File: src/rtl/miss_service_ctrl_pkg.sv
// Shared cache package: default geometry, miss-service FSM encoding and width helpers.
package miss_service_ctrl_pkg;

  localparam int DEF_TAG_W  = 8;
  localparam int DEF_IDX_W  = 2;
  localparam int DEF_LINE_W = 128;
  localparam int DEF_BUS_W  = 32;

  typedef enum logic [2:0] {
    ST_IDLE    = 3'd0,
    ST_WB      = 3'd1,
    ST_FILL    = 3'd2,
    ST_INSTALL = 3'd3,
    ST_DONE    = 3'd4
  } state_t;

  // Beat index width; a single-beat line still needs a 1-bit counter to exist.
  function automatic int beat_w(input int n_beats);
    return (n_beats > 1) ? $clog2(n_beats) : 1;
  endfunction

endpackage

File: src/rtl/miss_service_ctrl_line_beat_buffer.sv
// Line-wide slot buffer with its own beat index; collects bus beats into a full cache line.
module line_beat_buffer
  import miss_service_ctrl_pkg::*;
#(
  parameter int LINE_W = DEF_LINE_W,
  parameter int BUS_W  = DEF_BUS_W,
  parameter int BEAT_W = beat_w(DEF_LINE_W / DEF_BUS_W)
) (
  input  logic              clk,
  input  logic              clr,
  input  logic              adv,
  input  logic              wr_en,
  input  logic [BUS_W-1:0]  wr_data,
  output logic [BEAT_W-1:0] beat,
  output logic              last,
  output logic [LINE_W-1:0] line
);

  localparam int                N_BEATS   = LINE_W / BUS_W;
  localparam logic [BEAT_W-1:0] LAST_BEAT = BEAT_W'(N_BEATS - 1);

  logic [BEAT_W-1:0] beat_q;
  logic [LINE_W-1:0] line_q;

  // NOTE: the line store is reset like any other register (it is flops, not a RAM
  //       macro) so a fill aborted by reset can never expose stale beats.
  // NOTE: sequential state uses non-blocking assignments so every flop samples
  //       pre-edge values regardless of statement order.
  always_ff @(posedge clk or negedge clr) begin
    if (!clr) begin
      beat_q <= '0;
      line_q <= '0;
    end else begin
      if (wr_en) line_q[beat_q*BUS_W +: BUS_W] <= wr_data;
      if (adv)   beat_q <= (beat_q == LAST_BEAT) ? '0 : beat_q + BEAT_W'(1);
    end
  end

  assign beat = beat_q;
  assign last = (beat_q == LAST_BEAT);
  assign line = line_q;

endmodule

File: src/rtl/miss_service_ctrl.sv
// Cache miss service: optional dirty-victim write-back, line fill over a narrow bus, install.
module miss_service_ctrl
  import miss_service_ctrl_pkg::*;
#(
  parameter int TAG_W  = DEF_TAG_W,
  parameter int IDX_W  = DEF_IDX_W,
  parameter int LINE_W = DEF_LINE_W,
  parameter int BUS_W  = DEF_BUS_W
) (
  input  logic                   clk,
  input  logic                   clr,
  input  logic                   ex_clr,
  input  logic                   ex_wb,
  input  logic [3:0]             way,
  input  logic [IDX_W-1:0]       index,
  input  logic [TAG_W-1:0]       victim_tag,
  input  logic [TAG_W-1:0]       req_tag,
  input  logic [LINE_W-1:0]      victim_data,
  output logic                   mem_req,
  output logic                   mem_rw,
  output logic [TAG_W+IDX_W+3:0] mem_addr,
  output logic [BUS_W-1:0]       mem_wdata,
  input  logic                   mem_ack,
  input  logic [BUS_W-1:0]       mem_rdata,
  output logic                   stall,
  output logic                   fill_we,
  output logic [3:0]             fill_way,
  output logic [IDX_W-1:0]       fill_index,
  output logic [TAG_W-1:0]       fill_tag,
  output logic [LINE_W-1:0]      fill_data,
  output logic                   fill_v,
  output logic                   fill_d,
  output logic                   done
);

  localparam int BEAT_W = beat_w(LINE_W / BUS_W);

  state_t            state_q, state_d;
  logic [3:0]        way_q;
  logic [IDX_W-1:0]  index_q;
  logic [TAG_W-1:0]  vtag_q, rtag_q;
  logic [LINE_W-1:0] victim_q;
  logic [BEAT_W-1:0] beat_cnt;
  logic              last_beat;
  logic [LINE_W-1:0] fill_line;

  logic capture, beat_adv;
  assign capture  = (state_q == ST_IDLE) && ex_clr;
  // Acks only count while a request is actually on the bus.
  assign beat_adv = ((state_q == ST_WB) || (state_q == ST_FILL)) && mem_ack;

  line_beat_buffer #(
    .LINE_W (LINE_W),
    .BUS_W  (BUS_W),
    .BEAT_W (BEAT_W)
  ) u_fill_buf (
    .clk     (clk),
    .clr     (clr),
    .adv     (beat_adv),
    .wr_en   ((state_q == ST_FILL) && mem_ack),
    .wr_data (mem_rdata),
    .beat    (beat_cnt),
    .last    (last_beat),
    .line    (fill_line)
  );

  always_ff @(posedge clk or negedge clr) begin
    if (!clr) state_q <= ST_IDLE;
    else      state_q <= state_d;
  end

  // The dirty flag is consumed in the capture cycle itself: it picks WB vs FILL.
  always_comb begin
    state_d = state_q;
    unique case (state_q)
      ST_IDLE:    if (ex_clr) state_d = ex_wb ? ST_WB : ST_FILL;
      ST_WB:      if (mem_ack && last_beat) state_d = ST_FILL;
      ST_FILL:    if (mem_ack && last_beat) state_d = ST_INSTALL;
      ST_INSTALL: state_d = ST_DONE;
      ST_DONE:    state_d = ST_IDLE;
      default:    state_d = ST_IDLE;
    endcase
  end

  always_ff @(posedge clk or negedge clr) begin
    if (!clr) begin
      way_q    <= '0;
      index_q  <= '0;
      vtag_q   <= '0;
      rtag_q   <= '0;
      victim_q <= '0;
    end else if (capture) begin
      way_q    <= way;
      index_q  <= index;
      vtag_q   <= victim_tag;
      rtag_q   <= req_tag;
      victim_q <= victim_data;
    end
  end

  always_comb begin
    // NOTE: every output gets a default before the case so no path infers a latch.
    mem_req    = 1'b0;
    mem_rw     = 1'b0;
    mem_addr   = '0;
    mem_wdata  = '0;
    stall      = 1'b1;
    fill_we    = 1'b0;
    fill_way   = '0;
    fill_index = '0;
    fill_tag   = '0;
    fill_data  = '0;
    fill_v     = 1'b0;
    fill_d     = 1'b0;
    done       = 1'b0;
    unique case (state_q)
      ST_IDLE: stall = ex_clr && clr;
      ST_WB: begin
        mem_req   = 1'b1;
        mem_rw    = 1'b1;
        mem_addr  = {vtag_q, index_q, 4'b0000};
        mem_wdata = victim_q[beat_cnt*BUS_W +: BUS_W];
      end
      ST_FILL: begin
        mem_req  = 1'b1;
        mem_addr = {rtag_q, index_q, 4'b0000};
      end
      ST_INSTALL: begin
        fill_we    = 1'b1;
        fill_way   = way_q;
        fill_index = index_q;
        fill_tag   = rtag_q;
        fill_data  = fill_line;
        fill_v     = 1'b1;
      end
      ST_DONE: done = 1'b1;
      default: stall = 1'b0;
    endcase
  end

endmodule

File: config.mk
export PLATFORM = sky130hd
export DESIGN_NAME = miss_service_ctrl
export DESIGN_NICKNAME = d
export VERILOG_FILES = /design/src/rtl/miss_service_ctrl_pkg.sv /design/src/rtl/miss_service_ctrl_line_beat_buffer.sv /design/src/rtl/miss_service_ctrl.sv
export SDC_FILE = /design/constraint.sdc
export NUM_CORES = 1
export LEC_CHECK = 0
export ABC_CLOCK_PERIOD_IN_PS = 2350
export CAP_MARGIN = 0
export CORE_MARGIN = 2
export CORE_UTILIZATION = 44
export DETAILED_ROUTE_END_ITERATION = 10
export HOLD_SLACK_MARGIN = 0.08
export PLACE_DENSITY = 0.83
export SYNTH_ARGS = -nofsm -noshare
export SYNTH_HDL_FRONTEND = slang
export SYNTH_SLANG_ARGS = --single-unit
File: constraint.sdc
create_clock -name clk -period 2.35 [get_ports clk]
set_input_delay 0.235 -clock clk [delete_from_list [all_inputs] [get_ports clk]]
set_output_delay 0.235 -clock clk [all_outputs]
set_load 0.01 [all_outputs]
# After elaboration in Yosys (flattened, before gate mapping)
# Index checks and enable logic that the tools add are counted.
[op_classes] n_addsub=2 eq_ne=8 shifts=3 muxes=18 n_reduce_logical=10
[op_table] cell="128-bit bitwise mux" n=1
[op_table] cell="128-bit 2-to-1 mux" n=1
[op_table] cell="32-bit by 34-bit variable shift with 128-bit output, first input constant" n=1
[op_table] cell="128-bit by 8-bit variable part select with 32-bit output" n=1
[op_table] cell="32-bit by 34-bit variable part select with 128-bit output" n=1
[op_table] cell="7-bit negation with 34-bit output" n=1
[op_table] cell="32-bit 2-to-1 mux" n=1
[op_table] cell="14-bit one-hot mux with 2 select lines" n=1
[op_table] cell="3-bit one-hot mux with 4 select lines" n=1
[op_table] cell="3-bit 2-to-1 mux" n=3
[op_table] cell="8-bit 2-to-1 mux" n=1
[op_table] cell="3-bit by 2-bit == test with 1-bit output, second input constant" n=2
[op_table] cell="2-bit 2-to-1 mux" n=3
[op_table] cell="1-bit logical AND" n=5
[op_table] cell="1-bit 2-to-1 mux" n=4
[op_table] cell="4-bit 2-to-1 mux" n=1
[op_table] cell="2-bit by 1-bit inequality test with 1-bit output, second input constant" n=2
[op_table] cell="4-bit OR reduction" n=1
[op_table] cell="3-bit by 1-bit == test with 1-bit output, second input constant" n=1
[op_table] cell="3-bit == test, second input constant" n=1
[op_table] cell="3-bit logical NOT" n=1
[op_table] cell="3-bit AND reduction" n=1
[op_table] cell="2-bit by 1-bit adder with 2-bit output, second input constant" n=1
[op_table] cell="2-bit == test, second input constant" n=1
[op_table] cell="other kinds (4)" n=4
[word_totals] regBits=283 input_bits=187 output_inout_bits=195

# Depth between registers and ports, before layout
[logic_depth] ltp_word=4 depth_mapped=10

# Cells and area by module
# Synthesis repeated with hierarchy kept, for this count alone.
[hier_totals] cells_unflattened=1042 hier_area_um2=13206.4
[by_module_without_submodules] module="miss_service_ctrl" n_inst=1 cells_each=644 area_each_um2=7843.8 seq_area_each_um2=3828.7
[by_module_without_submodules] module="line_beat_buffer" n_inst=1 cells_each=398 area_each_um2=5362.6 seq_area_each_um2=3253.1

# Worst setup path after synthesis
# No wires, ideal clock.
[synth_path] kind="register to register" from="register u_fill_buf.beat_q[1] (netlist: u_fill_buf.beat[1])" to="register u_fill_buf.line_q[66] (netlist: u_fill_buf.line[66])" setup_ns=0.083 arrival_ns=2.413 path_slack_ns=-0.146 path_stages_with_launch=9 n_path_buf=3 period_less_slack_ns=2.496 path_cell_list="dfrtp_1 > clkbuf_1 > clkbuf_1 > inv_1 > ha_1 > nor4b_1 > clkbuf_1 > nand4_1 > o21ai_0"
[synth_between] elab_chain_len=3
[synth_rtl] element="start, declared" line_no="miss_service_ctrl_line_beat_buffer.sv:22" text="logic [BEAT_W-1:0] beat_q;"
[synth_rtl] element="start signal, assigned" line_no="miss_service_ctrl_line_beat_buffer.sv:35" text="if (adv) beat_q <= (beat_q == LAST_BEAT) ? '0 : beat_q + BEAT_W'(1);"
[synth_rtl] element="7-bit negation with 34-bit output *" line_no="miss_service_ctrl_line_beat_buffer.sv:34" text="if (wr_en) line_q[beat_q*BUS_W +: BUS_W] <= wr_data;"
[synth_rtl] element="32-bit by 34-bit variable part select with 128-bit output or 32-bit by 34-bit variable shift with 128-bit output (tied branches)" line_no="miss_service_ctrl_line_beat_buffer.sv:34"
[synth_rtl] element="128-bit bitwise mux *" line_no="miss_service_ctrl_line_beat_buffer.sv:34"
[synth_rtl] element="end signal, assigned by index" line_no="miss_service_ctrl_line_beat_buffer.sv:34"
[synth_rtl] element="end, declared" line_no="miss_service_ctrl_line_beat_buffer.sv:23" text="logic [LINE_W-1:0] line_q;"
# Every way passes the cells marked *; elsewhere a longest branch is shown, timed or not.
# A chain may end at the register's enable or synchronous reset.

# Worst setup path after layout
[layout_path] from="register state_q[2]" to="output port fill_data[118]"
[layout_between] elab_chain_len=2
[layout_rtl] element="start, declared" line_no="miss_service_ctrl.sv:38" text="state_t state_q, state_d;"
[layout_rtl] element="start signal, assigned" line_no="miss_service_ctrl.sv:69" text="else state_q <= state_d;"
[layout_rtl] element="3-bit by 2-bit == test with 1-bit output" line_no="miss_service_ctrl.sv:116" text="unique case (state_q)"
[layout_rtl] element="128-bit 2-to-1 mux" line_no="miss_service_ctrl.sv:116"
[layout_rtl] element="end, declared" line_no="miss_service_ctrl.sv:30" text="output logic [LINE_W-1:0] fill_data,"
# No other way between the ends.

==> flow_summary_export.csv <==
group,metric,value,unit
min_path,hold_class,"in2reg",
global_route,grt_antenna_before_repair,0,
routing,via_count,10800,
run_status,violations,"negative setup slack",
clock_tree,clk_latency,550,ps
final_layout,area_growth,40.8,%
clock_tree,cts_made_buffers,30,
sta,min_period,2390,ps
floorplanning,rows,64,
placed_design,place_inst,1904,
setup_path,critPathMaxFanout,17,
final_layout,drive_gt1_share,16.5,%
pwr,p_sw_share,34.9,%
routing,wl,40.5,mm
sta,worst_slew_pin_slew,926,ps
synthesis,synth.distinct_cells,34,
synthesis,synth_edf_count,0,
pwr,leakagePower,8.85,nW
final_layout,multi_input_area,5470,um2
clock_tree,cts_sinks,283,
setup_path,arrival,2160,ps
clock_tree,clockBufferDepth,3,
floorplanning,start_util,44.4,%
setup_path,endpoint_kind,"primary output",
floorplanning,die_h,179,um
clock_tree,cts_max_level,1,
final_layout,fin_area,19000,um2
pwr,ir_drop,0.802,mV
routing,firstDrtPassIters,5,
synthesis,synthTopCellsByCount,"dfrtp_1 (283), and2_1 (148), inv_1 (132)",
synthesis,synthesis.area,13500,um2
synthesis,avgSynthCellArea,11.3,um2
routing,drtAntennaViolNets,0,
pwr,power,0.0243,W
synthesis,synth_top_area_share,52.6,%
global_route,grt_pass1_vias,11000,
placed_design,dp_hpwl,27.2,mm
synthesis,yosysMostFrequentCell,"dfrtp_1",
sta,fmax,418,MHz
setup_path,reg2reg_depth,5,
placed_design,placed_cell_area,17800,um2
final_layout,register_area,7090,um2
routing,vias_per_cell,5.45,
setup_path,max_stage_delay,540,ps
setup_path,crit_type,"reg2out",
setup_path,startpoint_type,"flip-flop",
pwr,power_frac_comb,44.0,%
synthesis,synth_top_area_cell,"dfrtp_1",
sta,fin_skew,11.8,ps
global_route,grt_max_degree,163,
pwr,p_int,0.0158,W
routing,drc,0,
routing,post_drt_wl_per_cell,20.4,um
final_layout,instances_no_fill,1986,
placed_design,numPortBuffers,376,
run_status,status,"finished, violations left",
sta,whs,279,ps
sta,finalHoldViolations,0,
synthesis,yosysWarnings,0,
routing,drtIter0Drc,863,
pwr,switchingPower,0.00848,W
setup_path,cpMaxStageDelayCell,"clkdlybuf4s50_1",
synthesis,syn_inst,1193,
synthesis,yosys-top-cells-area,"dfrtp_1 (53%), mux2_1 (8.4%), and2_1 (6.9%), nand4_1 (5.9%), mux4_2 (5.4%)",
synthesis,yosysSeqAreaShare,52.6,%
sta,tns,-206,ps
sta,drv_slew,0,
floorplanning,die_x,179,um
sta,fin_ws,-43.1,ps
synthesis,ys.flop_type,"dfrtp_1",
sta,relSlewSlack,38.3,%
clock_tree,clk_pin_slew_worst_paths,60,ps
sta,period_share,102,%
clock_tree,cts_root_buf,"clkbuf_16",
floorplanning,core,30300,um2
setup_path,crit_chain,"inv_2 -> and3_4 -> buf_6 -> and2_1 -> clkdlybuf4s50_1",
floorplanning,ios,382,
pwr,power.density,1280,nW/um2
final_layout,fin_nets,1761,
global_route,grt_pass1_wl,61.4,mm
global_route,grt.overflow.total,0,
floorplanning,fp.dieArea,32000,um2
pwr,pwr-share-seq,36.1,%
clock_tree,cts_tree,"built",
pwr,p_clk_share,19.9,%
setup_path,cp.required,2120,ps
synthesis,synth-seq-cells,283,
synthesis,synthArstFlopShare,100,%
sta,setup_viol,7,
sta,rsz0062_at_grt,"true",
min_path,min_path_cells,2,
final_layout,fillCellCount,2371,
placed_design,gp_congestion,0.841,
flow_run,drv_cap,0,
global_route,grtUsageTotal,24.7,%
final_layout,antenna_cells,0,
## placed cells by master, fill, tap and decap left out, drive strengths merged, types with 2 or more instances in the layout
master / count
a21oi: 3
a22oi: 8
and2: 148
and3: 3
buf: 98
bufinv: 2
clkbuf: 64
clkdlybuf4s15: 16
clkdlybuf4s50: 195
clkinv: 5
conb: 5
dfrtp: 283
dlygate4sd2: 112
dlymetal6s2s: 8
ha: 5
inv: 132
mux2: 152
mux4: 32
nand4: 128
nor2: 10
nor2b: 35
nor3b: 2
nor4b: 2
nor4bb: 2
o21ai: 128
## flip-flops by register name, indices dropped and copies added (netlist names)
name	flops
victim_q	128
state_q	3
index_q	2
way_q	4
u_fill_buf.line	128
vtag_q	8
u_fill_buf.beat	2
rtag_q	8
## layer usage
metal	part of all wire (%)	routed length (um)	vias to the layer above	track usage, %
met5	0	0	-	0
met4	3.3	1320	0	7.55
met3	8.6	3500	94	5.98
met2	50	20200	558	42.3
met1	38	15500	5335	30.9
li1	-	-	4840	-
## power by group through the flow
| stage | Combinational [W] | Sequential (W) | Clock [W] |
|---|---|---|---|
| floorplan | 0.00626 | 0.00819 | 0 |
| global placement | 0.0102 | 0.00866 | 0 |
| detailed placement | 0.0105 | 0.00881 | 0 |
| CTS | 0.0105 | 0.00875 | 0.00492 |
| global route | 0.0116 | 0.00903 | 0.00511 |
| finish | 0.0107 | 0.00878 | 0.00484 |
## logic make-up (layout without fill, tap and decap cells)
family	count (synthesis)	count (layout)	synth area share, %
other	1	5	0.0279
buffers and inverters	240	633	7.55
adders and majority gates	5	5	0.465
and+or+nand+nor	336	336	15.7
muxes	184	184	18.1
AOI/OAI and AO/OA	144	144	5.60
DFF	283	283	52.6
## timing repair
| item | CTS | global route |
|---|---|---|
| setup buffers | 13 | 9 |
| hold buffers | 1 | 0 |
| hold endpoints to repair | 283 | 0 |
| gates resized for setup | 301 | 43 |
| setup endpoints to repair | 189 | 51 |
| cloned | 5 | 1 |
| pin swaps | 2 | 0 |
## layout make-up
type | count | share of cell area [%]
clock buffer | 46 | 4.86
clock inverter | 7 | 0.508
inverter | 132 | 2.61
multi-input combinational | 674 | 28.8
sequential | 283 | 37.4
tap | 396 | 2.61
timing repair buffer | 448 | 23.2
## per-stage QoR
stage / setup WS [ps] / utilization (%)
after global placement: 242 / 58.6
after floorplan: 26.4 / -
final: -43.1 / 62.5
after CTS: -140 / 62.2
after global routing: -117 / 62.5
after detailed placement: 229 / 58.6
## path summary, 6_finish.rpt
check | startpoint | endpoint | slack, ps
min | victim_data[34] | victim_q[34]$_DFFE_PN0P_ | 280
min in group asynchronous | clr | u_fill_buf.beat[1]$_DFFE_PN0P_ | 330
max reg2reg | state_q[1]$_DFFE_PN0P_ | victim_q[18]$_DFFE_PN0P_ | 280
max in group asynchronous | clr | u_fill_buf.line[104]$_DFFE_PN0P_ | 1150
min reg2reg | victim_q[4]$_DFFE_PN0P_ | victim_q[4]$_DFFE_PN0P_ | 480
max | state_q[2]$_DFFE_PN0P_ | fill_data[118] | -40
## critical path, delay by kind of cell (launching register included)
| kind | cells | cell delay [ps] |
|---|---|---|
| flip-flops | 1 | 390 |
| buffers and inverters | 3 | 810 |
| AND/OR/NAND/NOR | 2 | 410 |
Note: power is estimated with default switching activity, not from simulation.
